[src/rtl/apb_bridge_dec.sv]
`default_nettype none
// ============================================================================
// Module      : apb_bridge_dec
// Description : Single-master to four-slave bridge. It registers one request
//               at a time and decodes addr[18:16] to a one-hot slave select.
//               It runs an APB-style SETUP/ACCESS handshake with a ready
//               timeout, then returns read data and an error flag.
// Revision    : 1.0 - initial release
// ============================================================================
module apb_bridge_dec #(
  parameter int ADDR_W  = 32,
  parameter int DATA_W  = 32,
  parameter int TIMEOUT = 16
) (
  input  logic                clk,
  input  logic                rst,
  input  logic                m_valid,
  output logic                m_ready,
  input  logic [ADDR_W-1:0]   m_addr,
  input  logic                m_write,
  input  logic [DATA_W-1:0]   m_wdata,
  output logic                m_resp_valid,
  output logic [DATA_W-1:0]   m_rdata,
  output logic                m_err,
  output logic [3:0]          s_sel,
  output logic                s_enable,
  output logic                s_write,
  output logic [ADDR_W-1:0]   s_addr,
  output logic [DATA_W-1:0]   s_wdata,
  input  logic [4*DATA_W-1:0] s_rdata,
  input  logic [3:0]          s_ready,
  input  logic [3:0]          s_err
);

  localparam logic [7:0] C_TO_LAST = 8'(TIMEOUT - 1);

  typedef enum logic [1:0] {
    ST_IDLE   = 2'd0,
    ST_SETUP  = 2'd1,
    ST_ACCESS = 2'd2,
    ST_RESP   = 2'd3
  } state_t;

  state_t              state_q, state_d;
  logic [7:0]          cnt_q, cnt_d;
  logic [3:0]          sel_q, sel_d;
  logic [1:0]          idx_q, idx_d;
  logic [ADDR_W-1:0]   addr_q, addr_d;
  logic                write_q, write_d;
  logic [DATA_W-1:0]   wdata_q, wdata_d;
  logic [DATA_W-1:0]   rdata_q, rdata_d;
  logic                err_q, err_d;

  logic [3:0]          w_dec_sel;
  logic [1:0]          w_dec_idx;
  logic                w_dec_hit;
  logic [DATA_W-1:0]   w_slv_rdata;

  // Address map shared with the upstream decoder: 1..4 map to slaves 0..3.
  always_comb begin
    w_dec_sel = 4'b0000;
    w_dec_idx = 2'd0;
    w_dec_hit = 1'b0;
    case (m_addr[18:16])
      3'd1:    begin w_dec_sel = 4'b0001; w_dec_idx = 2'd0; w_dec_hit = 1'b1; end
      3'd2:    begin w_dec_sel = 4'b0010; w_dec_idx = 2'd1; w_dec_hit = 1'b1; end
      3'd3:    begin w_dec_sel = 4'b0100; w_dec_idx = 2'd2; w_dec_hit = 1'b1; end
      3'd4:    begin w_dec_sel = 4'b1000; w_dec_idx = 2'd3; w_dec_hit = 1'b1; end
      default: begin w_dec_sel = 4'b0000; w_dec_idx = 2'd0; w_dec_hit = 1'b0; end
    endcase
  end

  // Pick the selected slave's read-data lane.
  always_comb begin
    w_slv_rdata = '0;
    case (idx_q)
      2'd0:    w_slv_rdata = s_rdata[0*DATA_W +: DATA_W];
      2'd1:    w_slv_rdata = s_rdata[1*DATA_W +: DATA_W];
      2'd2:    w_slv_rdata = s_rdata[2*DATA_W +: DATA_W];
      default: w_slv_rdata = s_rdata[3*DATA_W +: DATA_W];
    endcase
  end

  // Next-state logic: transaction sequencing, capture and timeout.
  always_comb begin
    state_d = state_q;
    cnt_d   = cnt_q;
    sel_d   = sel_q;
    idx_d   = idx_q;
    addr_d  = addr_q;
    write_d = write_q;
    wdata_d = wdata_q;
    rdata_d = rdata_q;
    err_d   = err_q;
    case (state_q)
      ST_IDLE: begin
        if (m_valid) begin
          addr_d  = m_addr;
          write_d = m_write;
          wdata_d = m_wdata;
          sel_d   = w_dec_sel;
          idx_d   = w_dec_idx;
          if (w_dec_hit) begin
            state_d = ST_SETUP;
          end else begin
            // Unmapped: answer directly without touching any slave.
            err_d   = 1'b1;
            rdata_d = '0;
            state_d = ST_RESP;
          end
        end
      end
      ST_SETUP: begin
        cnt_d   = 8'd0;
        state_d = ST_ACCESS;
      end
      ST_ACCESS: begin
        // Ready takes priority over an expiring timeout.
        if (s_ready[idx_q]) begin
          err_d   = s_err[idx_q];
          rdata_d = write_q ? '0 : w_slv_rdata;
          state_d = ST_RESP;
        end else if (cnt_q == C_TO_LAST) begin
          err_d   = 1'b1;
          rdata_d = '0;
          state_d = ST_RESP;
        end else begin
          cnt_d = cnt_q + 8'd1;
        end
      end
      default: begin
        state_d = ST_IDLE;
      end
    endcase
  end

  // State and datapath registers with asynchronous reset.
  always_ff @(posedge clk or posedge rst) begin
    if (rst) begin
      state_q <= ST_IDLE;
      cnt_q   <= 8'd0;
      sel_q   <= 4'b0000;
      idx_q   <= 2'd0;
      addr_q  <= '0;
      write_q <= 1'b0;
      wdata_q <= '0;
      rdata_q <= '0;
      err_q   <= 1'b0;
    end else begin
      state_q <= state_d;
      cnt_q   <= cnt_d;
      sel_q   <= sel_d;
      idx_q   <= idx_d;
      addr_q  <= addr_d;
      write_q <= write_d;
      wdata_q <= wdata_d;
      rdata_q <= rdata_d;
      err_q   <= err_d;
    end
  end

  // Outputs decode from registered state only, so reset clears them at once.
  assign m_ready      = (state_q == ST_IDLE);
  assign m_resp_valid = (state_q == ST_RESP);
  assign m_rdata      = rdata_q;
  assign m_err        = err_q;
  assign s_sel        = ((state_q == ST_SETUP) || (state_q == ST_ACCESS)) ? sel_q : 4'b0000;
  assign s_enable     = (state_q == ST_ACCESS);
  assign s_write      = write_q;
  assign s_addr       = addr_q;
  assign s_wdata      = wdata_q;

endmodule
`default_nettype wire

[config.mk]
export PLATFORM = sky130hd
export DESIGN_NAME = apb_bridge_dec
export DESIGN_NICKNAME = d
export VERILOG_FILES = /design/src/rtl/apb_bridge_dec.sv
export SDC_FILE = /design/constraint.sdc
export NUM_CORES = 1
export LEC_CHECK = 0
export ABC_CLOCK_PERIOD_IN_PS = 7640
export CAP_MARGIN = 20
export CORE_MARGIN = 2
export CORE_UTILIZATION = 28
export DETAILED_ROUTE_END_ITERATION = 7
export GPL_ROUTABILITY_DRIVEN = 0
export SKIP_CTS_REPAIR_TIMING = 1
export SYNTH_ARGS = -nofsm -noshare
export SYNTH_HDL_FRONTEND = slang
export SYNTH_SLANG_ARGS = --single-unit
[constraint.sdc]
create_clock -name clk -period 7.64 [get_ports clk]
set_input_delay 1.528 -clock clk [delete_from_list [all_inputs] [get_ports clk]]
set_output_delay 1.528 -clock clk [all_outputs]
set_load 0.03 [all_outputs]
==> results.toml, run 1 <==
[floorplan]
fp.coreArea_sq_mm = 0.0202
start_util = 0.284
fp-row-count = 52
die_w_um = 147
die_h_um = 147
dieArea_sq_mm = 0.0216
ios = 309

[timing]
slew_headroom = 0.355
timing.final.crit_share = 0.517
finalMaxSlewViolations = 0
hold_viol = 0
max_freq_mhz = 253
final.setup.tns_ns = 0
worst_pin_slew_ns = 0.967
fin_worst_skew_ns = 0.00850
whs_ns = 0.485
rsz0062_at_grt = "false"
final.min_clock_period_ns = 3.95
setup_violations = 0

[setup_path]
crit_end = "m_rdata[30]$_DFFE_PP0P_"
cp_max_fo = 77
cp-start-kind = "primary input"
slowest_stage = "clkdlybuf4s50_1"
reg2reg_from = "state_q[0]$_DFFE_PP0P_"
crit_path_end_kind = "register"
slowest_delay_ns = 0.56
r2r-end = "m_rdata[30]$_DFFE_PP0P_"
path_class = "primary input to register"
critPathRequiredTime_ns = 7.93
r2r_setup_slack_ns = 4.45
cp_data_arrival_time_ns = 4.24
critPathLaunch = "m_valid"
ff2ff_path_depth = 7
path_cells = "clkdlybuf4s50_1 -> nand2_4 -> a21oi_1 -> a2bb2oi_4 -> buf_4 -> mux2_2"

[global_route]
grt_pass1_wl_um = 27700
grt_pass1_vias = 4911
overflow = 0
grt_max_degree = 78
antenna_found_initial = 1
track_usage = 0.167

[cts]
cts.clk_slew.worst_paths_ns = 0.06
cts_buffer_depth = 2
htreeDepth = 4
cts_sinks = 114
root_buffer = "clkbuf_16"
cts_tree = "done"
numCtsBuffers = 17
clock_latency_ns = 0.41

[flow_run]
drv_cap = 0

[synth]
synth_flop_cell = "dfrtp_1"
synth_edf_count = 0
ys_warn_count = 0
syn_area_sq_mm = 0.00572
synth_seq_area_share = 0.499
syn-instance-count = 387
avgSynthCellArea_sq_um = 14.8
async_reset_ff_frac = 1.00
syn-num-nets = 596
ys_ff_latch = 114
synth.distinct_cells = 43

[layout]
stdcell_area_sq_mm = 0.00968
fin_nets = 903
finalNonFillerCells = 978
utilization = 0.480
final_common_cell = "clkdlybuf4s50_1"
area_delta_synth_final_pct = 69.2
layout_common_cells = "308 x clkdlybuf4s50_1, 113 x dfrtp_1, 68 x mux2_2"
drive_above_1_share = 0.248
fillCellCount = 1788

[drt]
wire_per_inst_um = 18.1
ant_nets = 0
via_per_inst = 4.60
routed_wl_um = 17700
first_iter_violations = 103
first_pass_iters = 4
drc_errors = 0
via_count = 4495

[placed_design]
hpwlAfterDp_um = 13300
placement.cell_area_sq_mm = 0.00905
dpl.cell_count = 944
port_buffers = 308

[worst_hold_path]
hold_class = "register to register"

[power]
leakage_nw = 3.95
irDropWorstVdd_mv = 0.262
pwr_density_cell_mw_per_mm2 = 408

[run_status]
status = "complete, no violations"
layer usage:
metal / vias to the layer above / global-route usage / part of all wire
met3: 30 / 0.0658 / 0.095
met1: 2202 / 0.194 / 0.39
li1: 2042 / - / -
met2: 221 / 0.278 / 0.49
met5: - / 0 / 0
met4: 0 / 0.0668 / 0.023
area by class of cell:
type / count / area (sq um) / share of cell area
Antenna cell: 1 / 2.50 / 0.000258
Clock buffer: 17 / 425 / 0.0439
Clock inverter: 15 / 170 / 0.0176
Inverter: 10 / 40.0 / 0.00414
Multi-Input combinational cell: 238 / 2710 / 0.280
Sequential cell: 114 / 2850 / 0.295
Tap cell: 270 / 338 / 0.0349
Timing Repair Buffer: 313 / 3140 / 0.324
how the worst min path moves through the flow:
stage	startpoint	to	slack, ns	depth (start not counted)
global placement	sel_q[3]$_DFFE_PP0P_	sel_q[3]$_DFFE_PP0P_	0.46	2
detailed placement	sel_q[3]$_DFFE_PP0P_	sel_q[3]$_DFFE_PP0P_	0.47	2
global route	s_addr[0]$_DFFE_PP0P_	s_addr[0]$_DFFE_PP0P_	0.51	1
floorplan	sel_q[1]$_DFFE_PP0P_	sel_q[1]$_DFFE_PP0P_	0.44	2
CTS	sel_q[3]$_DFFE_PP0P_	sel_q[3]$_DFFE_PP0P_	0.49	2
finish	sel_q[2]$_DFFE_PP0P_	sel_q[2]$_DFFE_PP0P_	0.48	2
report_power, final:
| group | internal [W] | switching [W] | leakage [nW] |
|---|---|---|---|
| logic | 0.00104 | 0.00110 | 2.23 |
| registers | 0.000866 | 0.000144 | 1.43 |
| clock network | 0.000489 | 0.000309 | 0.288 |
| total | 0.00240 | 0.00155 | 3.95 |
logic make-up (layout without fill, tap and decap cells):
kind of cell | after synthesis | in the layout | synth area share
other cells | 0 | 1 | 0
flops | 114 | 114 | 0.499
buf+inv | 35 | 355 | 0.0291
xor+xnor | 1 | 1 | 0.00153
fa+ha+maj | 5 | 5 | 0.0109
compound gates | 28 | 28 | 0.0394
mux | 135 | 135 | 0.351
simple gates | 69 | 69 | 0.0698
per-stage QoR:
stage | setup slack, ns | total power, W
5_1_grt | 3.56 | 0.00416
2_1_floorplan | 3.10 | 0.00235
3_5_place_dp | 3.26 | 0.00317
6_report | 3.69 | 0.00395
4_1_cts | 3.68 | 0.00400
3_3_place_gp | 3.32 | 0.00314
worst max-delay path, delay by kind of cell:
family	cells	cell delay (ns)
simple gates	1	0.52
compound gates	2	0.66
mux	1	0.40
buf+inv	2	1.07
state kept, by name (all words and copies together), names as in the netlist:
name     flops
state_q      2
s_write      1
idx_q        2
m_err        1
cnt_q        8
s_wdata     32
m_rdata     32
sel_q        4
s_addr      32
cells in the mapped netlist (all sizes together) (2+ instances only):
cell | n | share of area
a21oi | 4 | 0.0035
a311oi | 2 | 0.0031
a31oi | 2 | 0.0048
and2 | 4 | 0.0044
and2b | 4 | 0.0052
and3 | 4 | 0.0044
buf | 12 | 0.014
clkbuf | 13 | 0.0085
dfrtp | 114 | 0.50
ha | 5 | 0.011
inv | 10 | 0.0066
mux2 | 97 | 0.21
mux2i | 4 | 0.0070
mux4 | 34 | 0.13
nand2 | 10 | 0.0066
nor2 | 7 | 0.0046
nor2b | 31 | 0.034
nor3 | 3 | 0.0026
o21ai | 7 | 0.0061
(Power assumes the default switching activity.)
==> run 2: changes to the inputs <==
Settings changed: ABC_CLOCK_PERIOD_IN_PS 7640 to 4050.
Clock period 7.64 ns to 4.05 ns, I/O delays scaled along.
==> run 2 against run 1 <==
Wire length shrank 1.6%. First-iteration DRC count up 73%. Clock power grew 80%. Via count is 1.6% lower. Total power rose by 87%. Worst setup slack lost 2.8 ns. Clock skew fell by 0.0019 ns.
==> results.toml, run 2 (same netlist as run 1, synthesis figures left out) <==
[run_status]
status = "complete, no violations"

[global_route]
overflow = 0
met1_usage = 0.188
antenna_found_initial = 1
busiest_layer = "met2"
track_usage = 0.163
use_met3 = 0.0674
grt_pass1_vias = 4895
met2_usage = 0.274
grt_pass1_wl_um = 27000
grt_max_degree = 77

[placed_design]
hpwlAfterDp_um = 13000
dp_slack_ns = 0.758
placement.cell_area_sq_mm = 0.00907
port_buffers = 308

[timing]
max_freq_mhz = 321
fin_worst_skew_ns = 0.00664
worst_pin_slew_ns = 0.935
hold_viol = 0
timing.final.crit_share = 0.768
rsz0062_at_grt = "false"
final.min_clock_period_ns = 3.11
layout_setup_ws_ns = 0.938
whs_ns = 0.471
final.setup.tns_ns = 0
slew_headroom = 0.376
finalMaxSlewViolations = 0
setup_violations = 0

[layout]
stdcell_area_sq_mm = 0.00965
utilization = 0.479
drive_above_1_share = 0.248
fin_nets = 903
final_common_cell = "clkdlybuf4s50_1"
layout_common_cells = "308 x clkdlybuf4s50_1, 113 x dfrtp_1, 68 x mux2_2"
area_delta_synth_final_pct = 68.7

[drt]
via_per_inst = 4.52
wire_per_inst_um = 17.8
first_pass_iters = 4
via_count = 4422
routed_wl_um = 17400
drc_errors = 0
ant_nets = 0
first_iter_violations = 178

[cts]
cts.clk_slew.worst_paths_ns = 0.06
htreeDepth = 4
root_buffer = "clkbuf_16"
numCtsBuffers = 17
clock_latency_ns = 0.41
cts_buffer_depth = 2
cts_tree = "done"
cts_sinks = 114

[setup_path]
ff2ff_path_depth = 7
crit_path_end_kind = "output pin"
reg2reg_from = "state_q[0]$_DFFE_PP0P_"
path_class = "register to output pin"
cp_data_arrival_time_ns = 2.30
cp_max_fo = 13
cp-start-kind = "register"
critPathRequiredTime_ns = 3.24
r2r_setup_slack_ns = 1.50
critPathLaunch = "state_q[1]$_DFFE_PP0P_"
r2r-end = "m_rdata[31]$_DFFE_PP0P_"

[power]
pwr_density_cell_mw_per_mm2 = 763
irDropWorstVdd_mv = 0.549
leakage_nw = 3.93

[floorplan]
fp-row-count = 52
fp.coreArea_sq_mm = 0.0202
die_h_um = 147
die_w_um = 147
start_util = 0.284
ios = 309
dieArea_sq_mm = 0.0216

[worst_hold_path]
hold_depth = 2
whs_endpoint = "sel_q[1]$_DFFE_PP0P_"
hold_class = "register to register"
hp-start = "sel_q[1]$_DFFE_PP0P_"

[flow_run]
drv_cap = 0
## run 2: cell type report
cell class | count | area, sq um
Tap cell | 270 | 338
Clock inverter | 15 | 151
Fill cell | 1794 | 10500
Antenna cell | 1 | 2.50
Clock buffer | 17 | 425
Sequential cell | 114 | 2850
Multi-Input combinational cell | 238 | 2710
Timing Repair Buffer | 313 | 3130
Inverter | 10 | 40.0
## run 2: stage by stage
step,instances,total power [W]
floorplan,387,0.00444
global placement,945,0.00594
detailed placement,945,0.00599
CTS,977,0.00749
global route,978,0.00778
finish,978,0.00737
## run 2: where the power goes
part | switching [W] | internal, W | total, W | leakage (nW)
combinational | 0.00206 | 0.00196 | 0.00402 | 2.22
sequential | 0.000272 | 0.00163 | 0.00191 | 1.43
clock | 0.000581 | 0.000860 | 0.00144 | 0.273
## run 2: per-layer routing
metal	up-vias	part of all wire
li1	2046	-
met1	2159	0.40
met2	199	0.49
met3	18	0.096
met4	0	0.015
met5	-	0
## run 2: worst max-delay path by stage
stage	end	slack, ns
4_1_cts	s_sel[2]	0.92
2_1_floorplan	cnt_q[0]$_DFFE_PP0P_	0.22
6_report	s_sel[0]	0.94
3_5_place_dp	m_rdata[30]$_DFFE_PP0P_	0.76
3_3_place_gp	m_rdata[30]$_DFFE_PP0P_	0.77
5_1_grt	s_sel[0]	0.79
## run 2: worst max-delay path: stages (launching register included)
cell and delay [ns]:
dfrtp_1 0.41, inv_1 0.08, ha_1 0.50, and2_1 0.19, clkdlybuf4s50_1 0.71
